`src/rtl/riscv_pkg.sv`:
```
// rtl/riscv_pkg.sv - shared pipeline record, forwarding select and match helper
package riscv_pkg;

  localparam int REG_ADDR_W = 5;

  typedef enum logic [1:0] {
    FWD_RF    = 2'b00,
    FWD_EXMEM = 2'b01,
    FWD_MEMWB = 2'b10
  } fwd_sel_e;

  typedef struct packed {
    logic                  valid;
    logic [REG_ADDR_W-1:0] rd;
    logic                  rd_wr;
    logic                  is_load;
    logic [REG_ADDR_W-1:0] rs1;
    logic [REG_ADDR_W-1:0] rs2;
  } stage_rec_t;

  // A record produces addr only if it is a live write to a real register; x0 never matches.
  function automatic logic rec_writes(input stage_rec_t r, input logic [REG_ADDR_W-1:0] addr);
    return r.valid && r.rd_wr && (r.rd != '0) && (r.rd == addr);
  endfunction

endpackage

```
`src/rtl/fwd_unit.sv`:
```
// rtl/fwd_unit.sv - operand forwarding select for one EX source register
module fwd_unit
  import riscv_pkg::*;
(
  input  logic [REG_ADDR_W-1:0] rs,
  input  stage_rec_t            mem_rec,
  input  stage_rec_t            wb_rec,
  output fwd_sel_e              sel
);

  logic unused_fields;
  assign unused_fields = ^{mem_rec.rs1, mem_rec.rs2, wb_rec.is_load, wb_rec.rs1, wb_rec.rs2};

  // A load in MEM has no data yet, so it falls through to the older WB producer.
  always_comb begin
    sel = FWD_RF;
    if (rec_writes(mem_rec, rs) && !mem_rec.is_load) begin
      sel = FWD_EXMEM;
    end else if (rec_writes(wb_rec, rs)) begin
      sel = FWD_MEMWB;
    end
  end

endmodule

```
`src/rtl/hazard_ctrl.sv`:
```
// rtl/hazard_ctrl.sv - 5-stage pipeline stall, flush and forwarding control
module hazard_ctrl #(
  parameter int REG_ADDR_W = 5,
  parameter int CNT_W      = 16
) (
  input  logic                  clk,
  input  logic                  rst,
  input  logic                  id_valid,
  input  logic                  id_uses_rs1,
  input  logic                  id_uses_rs2,
  input  logic                  id_rd_wr,
  input  logic                  id_is_load,
  input  logic [REG_ADDR_W-1:0] id_rs1,
  input  logic [REG_ADDR_W-1:0] id_rs2,
  input  logic [REG_ADDR_W-1:0] id_rd,
  input  logic                  ex_branch_taken,
  input  logic                  mem_busy,
  output logic                  pc_inc,
  output logic                  pc_load,
  output logic                  if_id_en,
  output logic                  id_ex_en,
  output logic                  ex_mem_en,
  output logic                  mem_wb_en,
  output logic                  if_id_flush,
  output logic                  id_ex_bubble,
  output logic [1:0]            fwd_a_sel,
  output logic [1:0]            fwd_b_sel,
  output logic [CNT_W-1:0]      stall_cnt
);

  import riscv_pkg::*;

  stage_rec_t id_rec, ex_rec, mem_rec, wb_rec;
  fwd_sel_e   fwd_a, fwd_b;
  logic       load_use;

  always_comb begin
    id_rec         = '0;
    id_rec.valid   = id_valid;
    id_rec.rd      = id_rd;
    id_rec.rd_wr   = id_rd_wr;
    id_rec.is_load = id_is_load;
    id_rec.rs1     = id_rs1;
    id_rec.rs2     = id_rs2;
  end

  assign load_use = id_valid && ex_rec.is_load &&
                    ((id_uses_rs1 && rec_writes(ex_rec, id_rs1)) ||
                     (id_uses_rs2 && rec_writes(ex_rec, id_rs2)));

  always_comb begin
    pc_inc       = 1'b1;
    pc_load      = 1'b0;
    if_id_en     = 1'b1;
    id_ex_en     = 1'b1;
    ex_mem_en    = 1'b1;
    mem_wb_en    = 1'b1;
    if_id_flush  = 1'b0;
    id_ex_bubble = 1'b0;
    if (mem_busy) begin
      pc_inc    = 1'b0;
      if_id_en  = 1'b0;
      id_ex_en  = 1'b0;
      ex_mem_en = 1'b0;
      mem_wb_en = 1'b0;
    end else if (ex_branch_taken) begin
      pc_inc       = 1'b0;
      pc_load      = 1'b1;
      if_id_flush  = 1'b1;
      id_ex_bubble = 1'b1;
    end else if (load_use) begin
      // Hold IF/ID one cycle; the bubble lets the load reach MEM before its consumer enters EX.
      pc_inc       = 1'b0;
      if_id_en     = 1'b0;
      id_ex_bubble = 1'b1;
    end
  end

  fwd_unit u_fwd_a (
    .rs      (ex_rec.rs1),
    .mem_rec (mem_rec),
    .wb_rec  (wb_rec),
    .sel     (fwd_a)
  );

  fwd_unit u_fwd_b (
    .rs      (ex_rec.rs2),
    .mem_rec (mem_rec),
    .wb_rec  (wb_rec),
    .sel     (fwd_b)
  );

  assign fwd_a_sel = fwd_a;
  assign fwd_b_sel = fwd_b;

  always_ff @(posedge clk) begin
    if (!rst) begin
      ex_rec    <= '0;
      mem_rec   <= '0;
      wb_rec    <= '0;
      stall_cnt <= '0;
    end else begin
      if (mem_wb_en) wb_rec  <= mem_rec;
      if (ex_mem_en) mem_rec <= ex_rec;
      if (id_ex_en)  ex_rec  <= id_ex_bubble ? '0 : id_rec;
      if (!if_id_en && stall_cnt != {CNT_W{1'b1}}) begin
        stall_cnt <= stall_cnt + 1'b1;
      end
    end
  end

endmodule

```
`config.mk`:
```
export PLATFORM = sky130hd
export DESIGN_NAME = hazard_ctrl
export DESIGN_NICKNAME = d
export VERILOG_FILES = /design/src/rtl/riscv_pkg.sv /design/src/rtl/fwd_unit.sv /design/src/rtl/hazard_ctrl.sv
export SDC_FILE = /design/constraint.sdc
export NUM_CORES = 1
export LEC_CHECK = 0
export CAP_MARGIN = 20
export CORE_MARGIN = 10
export CORE_UTILIZATION = 50
export CTS_BUF_LIST = sky130_fd_sc_hd__clkbuf_16
export CTS_CLUSTER_DIAMETER = 200
export DETAILED_ROUTE_END_ITERATION = 10
export GPL_ROUTABILITY_DRIVEN = 0
export GPL_TIMING_DRIVEN = 0
export PLACE_DENSITY = 0.8
export SKIP_LAST_GASP = 1
export SLEW_MARGIN = 10
export SYNTH_ARGS = -nofsm -noshare
export SYNTH_HDL_FRONTEND = slang
export SYNTH_SLANG_ARGS = --single-unit
```
`constraint.sdc`:
```
create_clock -name clk -period 2.8 [get_ports clk]
set_clock_uncertainty 0.05 [all_clocks]
set_input_delay 0.7 -clock clk [delete_from_list [all_inputs] [get_ports clk]]
set_output_delay 0.7 -clock clk [all_outputs]
set_load 0.005 [all_outputs]
```
Yosys cells after proc, flatten, opt, wreduce, memory -nomap -nowiden
Index checks and enable logic that the tools add are counted.
{"block": "totals", "memories": 0, "latch_bits": 0, "ramBits": 0, "wordCells": 63, "regBits": 49, "mem_bits_ro": 0}
{"block": "op_classes", "n_eq_ne": 7, "n_addsub": 1, "bitwise": 0, "n_div": 0, "n_shift": 0, "reduce_logical": 25, "n_mul": 0, "mux": 16, "order_cmp": 0}
{"op": "equality test 5 bit", "n": 6}
{"op": "logical AND 1 bit", "n": 19}
{"op": "2-to-1 mux 18 bit", "n": 1}
{"op": "adder 16 x 1 -> 16 bit (second input constant)", "n": 1}
{"op": "inequality test 16 bit (second input constant)", "n": 1}
{"op": "nonzero test 5 bit", "n": 3}
{"op": "2-to-1 mux 1 bit", "n": 11}
{"op": "2-to-1 mux 2 bit", "n": 4}
{"op": "zero test 1 bit", "n": 2}
{"op": "logical OR 1 bit", "n": 1}

Logic depth before layout (Yosys ltp)
Gate-level depths: netlist of the first run.
{"block": "depth", "ltp_word": 11, "depth_mapped": 9}

Cells and area by module
A second synthesis of the first run with hierarchy kept.
{"block": "unflattened", "cells_unflattened": 331, "hier_area_um2": 3209.3}
{"module": "hazard_ctrl", "area_each_um2": 2889.0, "n_inst": 1, "seq_area_each_um2": 1401.3, "cells_per_inst": 291}
{"module": "fwd_unit", "area_each_um2": 160.2, "n_inst": 2, "seq_area_each_um2": 0.0, "cells_per_inst": 20}

Worst setup path after synthesis of the first run
Ideal clock, no wire load.
{"block": "synth_path", "path_type": "input -> output", "start": "input mem_busy", "end": "output pc_load", "t_arrival_ns": 1.668, "n_path_buf": 3, "setup_slack_ns": 0.382, "required_ns": 2.050, "cell_stages": 4, "path_cell_list": "buf_2 > buf_1 > nor2b_1 > buf_4"}
{"block": "synth_between", "elab_chain_cells": 1}
{"element": "from (decl)", "line": "hazard_ctrl.sv:17", "text": "input logic mem_busy,"}
{"element": "2-to-1 mux 1 bit"}
{"element": "to (decl)", "line": "hazard_ctrl.sv:19", "text": "output logic pc_load,"}
Every way passes these cells.

Worst setup path after layout of the first run
{"block": "layout_path", "start": "input id_rs1[1]", "end": "output id_ex_bubble"}
{"block": "layout_between", "elab_chain_cells": 8}
{"element": "from (decl)", "line": "hazard_ctrl.sv:13", "text": "input logic [REG_ADDR_W-1:0] id_rs1,"}
{"element": "equality test 5 bit", "line": "riscv_pkg.sv:23", "text": "return r.valid && r.rd_wr && (r.rd != '0) && (r.rd == addr);"}
{"element": "logical AND 1 bit", "line": "riscv_pkg.sv:23"}
{"element": "logical AND 1 bit", "line": "hazard_ctrl.sv:48", "text": "((id_uses_rs1 && rec_writes(ex_rec, id_rs1)) ||"}
{"element": "logical OR 1 bit", "line": "hazard_ctrl.sv:48"}
{"element": "logical AND 1 bit", "line": "hazard_ctrl.sv:47", "text": "assign load_use = id_valid && ex_rec.is_load &&"}
{"element": "2-to-1 mux 1 bit", "line": "hazard_ctrl.sv:71", "text": "end else if (load_use) begin"}
{"element": "2-to-1 mux 1 bit", "line": "hazard_ctrl.sv:66", "text": "end else if (ex_branch_taken) begin"}
{"element": "2-to-1 mux 1 bit", "line": "hazard_ctrl.sv:60", "text": "if (mem_busy) begin"}
{"element": "to (decl)", "line": "hazard_ctrl.sv:25", "text": "output logic id_ex_bubble,"}
Every way passes these cells.

==> impl_results.md, run 1 <==
* Post-synthesis sequential area ratio at roughly 40%
* DRC at 0
* Max Fanout on Critical Path at 2
* Reg clk slew, reported paths at 0.06 ns
* Nets@finish at 341
* Slew @ Worst Pin at 0.6355 ns
* Minimum clock period at 2.873 ns
* Overall Global Routing Usage at between 10% and 20%
* H-tree depth at 2
* Overall routed net length at slightly below 7000 um
* Total of max-cap violations at 0
* Antenna viol nets, final at 0
* Slew headroom at 57.48%
* IO Count at 52
* Initial antenna violation count at 0
* Via count at ~2200
* Leak at between 1 and 1.5 nW
* DP Worst Slack at -0.8498 ns
* Longest Clk Path Bufs at 2
* FF/Latch Area at around 990 um^2
* Worst EP required at ~2 ns
* Final Max Tran Viols at 0
* Post-synth top cells: 49 x dfxtp_1, 20 x mux2i_1, 20 x nor2_1
* CTS buffer count at 5
* Synth Instances at around 250
* Root Buffer: clkbuf_16
* Clock sink total at 49
* Vias in the first global route at around 2200
* PwrDens at approximately 450 mW/mm^2
* CTS tree: yes
* First-pass GRT wire length at approximately 11000 um
* Worst EP arrival at 2.12 ns
* Dominant synthesized flop cell: dfxtp_1
* Worst vdd ir at approximately 0.00029 V
* Largest net degree at the start of global routing at 16
* Post-Layout Cell Count at around 380
* Count of input and output buffers at 51
* Adder-cell area share of the yosys netlist at less than 1%
* FP Rows at 25
* Yosys warns at 0
* Ranking of synthesized cells by area: dfxtp_1 40%, mux2i_1 8.2%, xnor2_1 5.7%
* Hold crit path type: flip-flop to flip-flop
* Flops & latches, synth at 49
* Final period utilization at 102.6%
* FMAX at 348.1 MHz
* Post-Synth XOR/XNOR Area at about 11%
* Total power at 1.491 mW
* Core area at about 0.0047 mm^2
* Cells after DPL at 370
* Final Hold Violating Endpoints at 0
* Syn Area/Cell at roughly 9.7 um^2
* Post-synth top area share at 40.02%
* Async set-reset flop share out of synthesis at 0%
* DR iter-0 viols at ~150
* Most common cell in the netlist: dfxtp_1
* Fin util at between 60% and 70%
* Post-synthesis compound-gate area fraction at approximately 16%
* Post-synth EDFFs at 0
* Die H at 90.02 um
* Via density at approximately 5.7
* RSZ-0062 raised after global routing: true
* Final WS setup at -0.07265 ns
* Final setup vio count at 1
* Crit end category: output port
* Combinational family with the most area after synthesis: simple AND/OR/NAND/NOR gates
* Crit start category: primary input
* Synth cell types at between 40 and 50
* GRT Residual Overflow at 0
* Crit Path Class: primary input to output port
* Initial core utilization at between 50 and 60%
* Filler cells at about 370
* Violated checks: negative setup slack
* Mux share of post-synthesis cell area at under 10%
* Outcome: finished, violations left
* 1st-pass router iterations at 4
* DP HPWL at about 4800 um
* Area growth, synth to finish at 34.76%
* Fraction of layout cells with a size suffix above 1 at around a fifth
* Post-Synth Simple-Gate Area at 19.40%
* Multi-input logic area at between 0.001 and 0.0015 mm^2
* Mapped Area at roughly 0.0025 mm^2
* Drt wl/cell at approximately 18 um
* Leading area contributor after synthesis: dfxtp_1
* ANT cells at 0
* Clk Latency, worst-skew pair at 0.28 ns
* Syn nets at about 280
* Die area at between 0.008 and 0.009 mm^2
* Die Wd at around 90 um
## cell families (layout without fill, tap and decap cells)
| group | count (synthesis) | in the layout |
|---|---|---|
| buffers and inverters | 20 | 85 |
| multiplexers | 20 | 20 |
| XOR/XNOR | 30 | 30 |
| adder cells (fa/ha/maj) | 1 | 1 |
| flip-flops | 49 | 49 |
| AO/OA/AOI/OAI | 48 | 48 |
| AND/OR/NAND/NOR | 84 | 84 |
## state kept, by name, indices dropped and copies added, names as in the netlist
signal and flops:
mem_rec 8, wb_rec 7, stall_cnt 16, ex_rec 18
## critical path, cell delays in order
cell and delay [ns]:
dlygate4sd2_1 0.25, xnor2_1 0.16, nand4_1 0.19, o22ai_4 0.23
buf_6 0.13, buf_6 0.08, a21oi_1 0.06, nor2_1 0.16
buf_2 0.15
## area by class of cell
| class | count | area share, % |
|---|---|---|
| plain buffers | 14 | 3.258 |
| inverters | 4 | 0.5682 |
| well taps | 67 | 2.538 |
| flip-flops and latches | 49 | 29.96 |
| clock inverters | 3 | 0.5303 |
| repair buffers | 59 | 16.89 |
| clock buffers | 5 | 3.788 |
| multi-input cells | 183 | 42.46 |
## stage by stage
step | setup TNS [ns] | hold slack, ns | cell area [um^2]
after floorplan | 0 | 0.4144 | 2451
after global placement | -5.483 | 0.4226 | 3045
after detailed placement | -6.535 | 0.4359 | 3045
after CTS | -0.08505 | 0.4454 | 3269
after global routing | -0.1413 | 0.4717 | 3303
final | -0.07265 | 0.4435 | 3303
## final timing paths
kind                              startpoint      endpoint  slack [ns]  depth (start not counted)
worst min-delay path            stall_cnt[5]  stall_cnt[5]        0.44                          2
worst min register to register  stall_cnt[5]  stall_cnt[5]        0.44                          2
worst max-delay path               id_rs1[1]  id_ex_bubble       -0.07                          9
worst max register to register    ex_rec[16]  stall_cnt[7]        0.31                          9
## what timing repair did
item,in CTS,in global routing
pin swaps,11,16
setup endpoints to repair,10,8
gates resized for setup,38,30
hold buffers,0,0
buffers inserted,8,0
## per-layer routing
layer | share of wire, % | up-vias | track usage, %
met3 | 6.3 | 8 | 4.323
met1 | 45 | 1056 | 20.97
met5 | 0 | - | 0
met4 | 1.4 | 0 | 4.642
li1 | - | 1060 | -
met2 | 48 | 72 | 26.21
## layout by cell type (no fill, tap or decap), types with 10 or more instances in the layout
cell / synthesis / routed
clkdlybuf4s50_1: 0 / 32
dfxtp_1: 49 / 42
a22o_2: 10 / 10
nor2_1: 20 / 19
xnor2_1: 16 / 15
a21oi_1: 10 / 10
or4_1: 12 / 10
mux2i_1: 20 / 20
xor2_1: 14 / 14
nand2_1: 13 / 13
## where the power goes
group	switching, mW	internal [mW]	leakage (nW)	total [mW]
clock network	0.254	0.328	0.0712	0.582
registers	0.0241	0.713	0.401	0.737
logic	0.0782	0.0934	0.841	0.172
total	0.357	1.13	1.31	1.49
Power figures use the tool's default switching activity.
==> inputs of run 2 (changes only) <==
- ABC_AREA: default -> 1
- ABC_CLOCK_PERIOD_IN_PS: default -> 2800
- PLACE_DENSITY: 0.8 -> 0.78
==> impl_results.md, run 2 <==
* Outcome: completed (was finished, violations left)
* Root Buffer: clkbuf_16 (unchanged)
* Post-Place Cell Area at 0.003269 mm^2 (was 0.003045 mm^2)
* Mapped Area at 0.002681 mm^2 (was 0.002451 mm^2)
* RSZ-0062 raised after global routing: false (was true)
* Via count at 2745 (was 2196)
* Nets@finish at 477 (was 341)
* Largest net degree at the start of global routing at 19 (was 16)
* Post-route design area at 0.003446 mm^2 (was 0.003303 mm^2)
* Synth cell types at 31 (was 44)
* FF/Latch Area at 980.9 um^2 (was 989.7 um^2)
* Crit end category: output port (unchanged)
* Max Fanout on Critical Path at 10 (was 2)
* Minimum clock period at 2.713 ns (was 2.873 ns)
* Longest Clk Path Bufs at 2 (unchanged)
* Multi-input logic area at 0.001496 mm^2 (was 0.001403 mm^2)
* Most common cell in the netlist: nand2_1 (was dfxtp_1)
* GRT Residual Overflow at 0 (unchanged)
* DR iter-0 viols at 228 (was 151)
* Slowest cell delay on critical path at 0.49 ns (was 0.25 ns)
* Slew headroom at 65.04% (was 57.48%)
* Yosys warns at 0 (unchanged)
* Total of max-cap violations at 0 (unchanged)
* Leak at 1.384 nW (was 1.313 nW)
* Post-synth top area share at 36.58% (was 40.02%)
* 1st-pass router iterations at 6 (was 4)
* Final setup vio count at 0 (was 1)
* Clock sink total at 49 (unchanged)
* Cell mode on critical path: nand2_1 (was buf_6)
* Die Wd at 93.23 um (was 90.02 um)
* Crit Path Class: primary input to output port (unchanged)
* Leading area contributor after synthesis: dfxtp_1 (unchanged)
* Antenna viol nets, final at 0 (unchanged)
* Ranking of synthesized cells by area: dfxtp_1 37%, nand2_1 15%, a21oi_1 8.4% (was dfxtp_1 40%, mux2i_1 8.2%, xnor2_1 5.7%)
* Worst vdd ir at 0.0003236 V (was 0.0002921 V)
* Worst EP required at 2.05 ns (about the same)
* Final Hold Violating Endpoints at 0 (unchanged)
* Max reg flops at 18 (unchanged)
* Async set-reset flop share out of synthesis at 0% (unchanged)
* First-pass GRT wire length at 12850 um (was 11160 um)
* # hold bufs at CTS at 0 (unchanged)
* Syn nets at 417 (was 277)
* Overall routed net length at 7503 um (was 6809 um)
* Count of input and output buffers at 50 (was 51)
* Fin util at 67.04% (was 69.93%)
* Cells after DPL at 512 (was 370)
* Slew @ Worst Pin at 0.5243 ns (was 0.6355 ns)
* Reg clk slew, reported paths at 0.07 ns (was 0.06 ns)
* Area growth, synth to finish at 28.51% (was 34.76%)
* H-tree depth at 2 (unchanged)
* Drt wl/cell at 14.35 um (was 17.73 um)
* Via density at 5.249 (was 5.719)
* Final Max Tran Viols at 0 (unchanged)
* FMAX at 368.5 MHz (was 348.1 MHz)
* Clk Latency, worst-skew pair at 0.28 ns (about the same)
* WP buf/inv at 3 (was 4)
* PwrDens at 444.4 mW/mm^2 (was 451.5 mW/mm^2)
* Initial antenna violation count at 0 (unchanged)
* Fraction of layout cells with a size suffix above 1 at 9.492% (was 21.14%)
* Dominant synthesized flop cell: dfxtp_1 (unchanged)
* IO Count at 52 (unchanged)
* Crit start category: primary input (unchanged)
* Most frequent cells in the layout: 105 x nand2_1, 49 x dfxtp_1, 45 x a21oi_1, 38 x nor2_1, 35 x clkdlybuf4s50_1 (was 42 x dfxtp_1, 32 x clkdlybuf4s50_1, 20 x mux2i_1, 19 x nor2_1, 15 x xnor2_1)
* Flops & latches, synth at 49 (unchanged)
* CP top delay family: buffers and inverters (unchanged)
* CTS buffer count at 5 (unchanged)
* CP Cell Sequence: clkdlybuf4s50_1 > nand2_1 > nor2_1 > nand3_1 > nand2_1 > nand2_2 > nand2_4 > nor2_4 > buf_6 > clkbuf_2 (was dlygate4sd2_1 > xnor2_1 > nand4_1 > o22ai_4 > buf_6 > buf_6 > a21oi_1 > nor2_1 > buf_2)
* Syn Area/Cell at 6.840 um^2 (was 9.727 um^2)
* Post-Layout Cell Count at 523 (was 384)
* CTS tree: yes (unchanged)
* Overall Global Routing Usage at 17.74% (was 16.34%)
* Synth Instances at 392 (was 252)
* Worst EP arrival at 1.96 ns (was 2.12 ns)
* DP HPWL at 5536 um (was 4767 um)
* Critical-path top delay cell: clkdlybuf4s50_1 (was dlygate4sd2_1)
* Final period utilization at 96.91% (was 102.6%)
* Biggest register: ex_rec (unchanged)
* Die area at 0.008692 mm^2 (was 0.008103 mm^2)
* Core area at 0.005140 mm^2 (was 0.004723 mm^2)
* Filler cells at 489 (was 371)
* Post-synthesis sequential area ratio at 36.58% (was 40.02%)
* FP Rows at 26 (was 25)
* Hold crit path type: flip-flop to flip-flop (unchanged)
* Vias in the first global route at 2593 (was 2173)
* DRC at 0 (unchanged)
* Initial core utilization at 52.17% (was 51.89%)
* Post-synth EDFFs at 0 (unchanged)
* Largest registers: ex_rec x18, stall_cnt x16, mem_rec x8 (unchanged)
* ANT cells at 0 (unchanged)
* Die H at 93.23 um (was 90.02 um)
* Commonest non-fill, non-tap cell in the layout: nand2_1 (was dfxtp_1)
* Post-synth top cells: 106 x nand2_1, 49 x dfxtp_1, 45 x a21oi_1 (was 49 x dfxtp_1, 20 x mux2i_1, 20 x nor2_1)
## run 2: cell count changes after synthesis, sizes merged, moves of 20 or more
cell,previous run,this run
inv,3,35
nor2,20,41
a21oi,11,45
mux2i,20,0
nand2,13,108
## run 2: final timing paths
path / from / to / slack (ns) / depth (start not counted)
setup / recovery: id_uses_rs2 / pc_inc / 0.09 / 10
hold / removal: wb_rec[17] / wb_rec[17] / 0.44 / 2
setup reg to reg: stall_cnt[0] / stall_cnt[10] / 0.81 / 7
hold reg to reg: wb_rec[17] / wb_rec[17] / 0.44 / 2
## run 2: power breakdown
group          leakage, nW  switching, mW  internal [mW]
clock network       0.0687          0.251          0.323
registers            0.400         0.0276          0.722
logic                0.916          0.114         0.0938
total                 1.38          0.392           1.14
## run 2: per-stage QoR
stage	setup TNS [ns]	worst slack, ns	power, mW	hold WS, ns
finish	0	0.08651	1.531	0.4360
global route	0	0.009921	1.601	0.4588
CTS	-0.08252	-0.07988	1.538	0.4407
detailed placement	-2.276	-0.7216	0.9691	0.4258
global placement	-2.173	-0.7314	0.9642	0.4174
floorplan	0	0.5196	0.8771	0.3920
## run 2: kinds of logic after synthesis
family | after synthesis | share of synthesized area [%]
xor gates and xnor gates | 27 | 8.820
buffers and inverters | 54 | 8.446
AOI/OAI and AO/OA | 64 | 12.27
and+or+nand+nor | 197 | 33.41
adders and majority gates | 1 | 0.4666
DFF | 49 | 36.58
## run 2: final cells by class
| type | count | share of cell area, % |
|---|---|---|
| clock buffer | 5 | 3.631 |
| timing repair buffer | 54 | 14.63 |
| buffer | 16 | 2.832 |
| clock inverter | 3 | 0.3631 |
| sequential | 49 | 28.47 |
| multi-input combinational | 289 | 43.43 |
| tap | 70 | 2.542 |
| inverter | 37 | 4.103 |
## run 2: metal layers
layer | up-vias | wire length, um | GRT usage, %
li1 | 1398 | - | -
met5 | - | 0 | 0
met4 | 0 | 70 | 4.884
met3 | 8 | 616 | 4.716
met1 | 1238 | 3472 | 24.07
met2 | 101 | 3344 | 26.91
## run 2: worst reg2reg max path, delay by kind of cell, from the launching register on
family,cells,cell delay [ns]
compound gates,1,0.08
buf+inv,1,0.29
flops,1,0.40
fa+ha+maj,1,0.33
simple gates,4,0.70
## run 2: what timing repair did
action	in CTS	in global routing
endpoints found under the setup margin	8	7
gates cloned	0	0
pin swaps	5	0
resized for setup	22	11
buffers inserted	4	0
==> RTL edit (config.mk and constraints of run 2) <==
Reset style: asynchronous (`rst`), changed in one clocked block.
--- a/src/rtl/hazard_ctrl.sv
+++ b/src/rtl/hazard_ctrl.sv
@@ -93,7 +93,7 @@
   assign fwd_a_sel = fwd_a;
   assign fwd_b_sel = fwd_b;
 
-  always_ff @(posedge clk) begin
+  always_ff @(posedge clk or negedge rst) begin
     if (!rst) begin
       ex_rec    <= '0;
       mem_rec   <= '0;
Check against the original RTL: differs if rst is asserted again (counterexample within 4 cycles, from zero or initial values and one cycle with rst low); with rst held inactive, the same outputs for 10 cycles.
==> RTL edit against run 2 <==
  * Non-clock buffer count fell by 2
  * Core utilization fell by 1.3 points
  * Sequential cell count did not move
  * Hold slack got worse by 0.14 ns
  * Worst setup slack got worse by 0.073 ns
  * Power rose by 17%
  * Routed wire length fell by 7.5%
  * Synthesized area rose by 5.4%
  * Cell area rose by 5.0%
  * Via count fell by 6.6%
  * Critical path type is now flip-flop to output pin
  * Critical endpoint is now fwd_b_sel[1]
  * Highest routed layer unchanged
==> RTL edit: results (changes against run 2) <==
.. list-table::
   :header-rows: 1

   * - Metric
     - Value
   * - Number of design-rule violations left by the first detailed-router iteration
     - 144 (-37%)
   * - Global-route wire length before repair
     - 11,900 µm (-7.6%)
   * - Fin cells
     - 506 (-3.3%)
   * - Leading post-synthesis cells by cell area
     - dfrtp_1 43%, nand2_1 22%, xnor2_1 5.6%
   * - DRT Pass-1 Iters
     - 4 (-2)
   * - Crit-path max FO
     - 5 (-5)
   * - Slew Limit Headroom
     - 63.1% (-2.0 points)
   * - Arrival time worst endpoint
     - 2.04 ns (+0.08 ns)
   * - Xor/xnor cell area share of the yosys netlist
     - 9.61% (+0.79 points)
   * - Leading register cell type out of synthesis
     - dfrtp_1
   * - Fillers
     - 481 (-1.6%)
   * - Switching Power
     - 0.512 mW (+30%)
   * - Vias per cell
     - 5.07 (-3.4%)
   * - R2r endpoint
     - stall_cnt[5]
   * - Pin count of the biggest net entering global routing
     - 33 (+14)
   * - Met1 Routed Length
     - 3130 µm (-9.9%)
   * - Synth Area in Compound Gates
     - 2.12% (-10 points)
   * - Global-route usage over all layers
     - 16.2% (-1.6 points)
   * - Via count of the first global-routing pass
     - 2,603 (+0.39%)
   * - Most common library cells after synthesis
     - 162 x nand2_1, 49 x dfrtp_1, 23 x nor2_1, 21 x nand4_1, 20 x inv_1
   * - Sequential area share after synthesis
     - 43.4% (+6.8 points)
   * - Met2 Wirelength
     - 3240 µm (-3.3%)
   * - Number of instances in the synthesized netlist
     - 373 (-4.8%)
   * - Peak VDD IR
     - 280 µV (-13%)
   * - Share of final-layout standard cells stronger than drive strength 1
     - 11.1% (+1.6 points)
   * - Worst reg2reg path depth
     - 9 (+2)
   * - Final nets
     - 460 (-3.6%)
   * - CTS Buf Count
     - 5 (unchanged)
   * - Total leakage power
     - 1.83 nW (+32%)
   * - Count of different cell masters after synthesis
     - 29 (-6.5%)
   * - Reg2reg setup slack
     - 0.94 ns (+0.13 ns)
   * - Net count of the mapped netlist
     - 398 (-4.6%)
   * - DP Cell Count
     - 496 (-3.1%)
   * - Total met3 wirelength after detailed routing
     - 457 µm (-26%)
   * - Classification of the worst-slack hold path
     - primary input to async pin
   * - Detailed-placement wirelength estimate
     - 5310 µm (-4.1%)
   * - Async set or reset register ratio after synthesis
     - 100% (+100 points)
   * - Outcome
     - finished, final reports clean
## RTL edit: changes by cell type in the layout (fill, tap and decap cells not counted), moves of 4 or more
| cell | change |
|---|---|
| nand2_1 | +57 |
| xnor2_1 | +9 |
| dfxtp_1 | -49 |
| a21oi_1 | -45 |
| inv_1 | -5 |
| dfrtp_1 | +49 |
| xor2_1 | -5 |
| clkbuf_1 | -4 |
| o21ai_0 | -5 |
| nor2_1 | -16 |
## RTL edit: worst max-delay path by stage
stage / from / cells after the start / end
floorplan: id_rs1[0] / 10 / if_id_en
global placement: id_rs1[4] / 12 / if_id_en
detailed placement: id_rs1[4] / 12 / if_id_en
CTS: id_uses_rs2 / 10 / if_id_en
global route: mem_rec[15] / 6 / fwd_b_sel[1]
finish: mem_rec[15] / 6 / fwd_b_sel[1]
## RTL edit: final cells by class
class	instances	area, µm²	area share (%)
multi-input combinational	281	1440	39.7
sequential	49	1230	33.9
timing repair buffer	57	548	15.1
clock buffer	5	125	3.46
inverter	30	113	3.11
tap	72	90.1	2.49
buffer	11	73.8	2.04
clock inverter	1	5.00	0.138
## RTL edit: logic make-up after synthesis
group	Yosys count
xor+xnor	31
simple gates	237
compound gates	12
fa+ha+maj	1
flops	49
buf+inv	43
## RTL edit: layer usage
layer,global-route usage (%),vias up
met5,0,-
met4,5.86,0
met3,3.69,14
met2,26.1,75
met1,20.7,1185
li1,-,1291
## RTL edit: critical path, delay by kind of cell, from the launching register on
kind / cells / cell delay [ns]
flops: 1 / 0.46
buf+inv: 1 / 0.53
simple gates: 5 / 0.75
## RTL edit: power groups by stage
stage	combinational, mW	sequential (mW)	clock, mW
after global placement	0.357	0.875	0
after global routing	0.418	0.878	0.592
after floorplan	0.207	0.861	0
final	0.370	0.867	0.561
after CTS	0.372	0.865	0.567
after detailed placement	0.370	0.877	0
## RTL edit: what timing repair did
item	CTS	global route
pin swaps	4	7
buffers inserted	4	2
endpoints found under the setup margin	6	5
gates cloned	0	0
gates resized for setup	24	8
## RTL edit: per-stage QoR
stage                     TNS [ns]  util, %  instance area [µm²]  setup WS (ns)
after global routing       -0.0170     65.7                 3620        -0.0170
after floorplan                  0        -                 2830          0.563
final                            0     65.7                 3620         0.0136
after detailed placement     -1.95     62.3                 3430         -0.617
after CTS                  -0.0991     65.1                 3580        -0.0805
after global placement      -22.09     62.1                 3420         -0.620
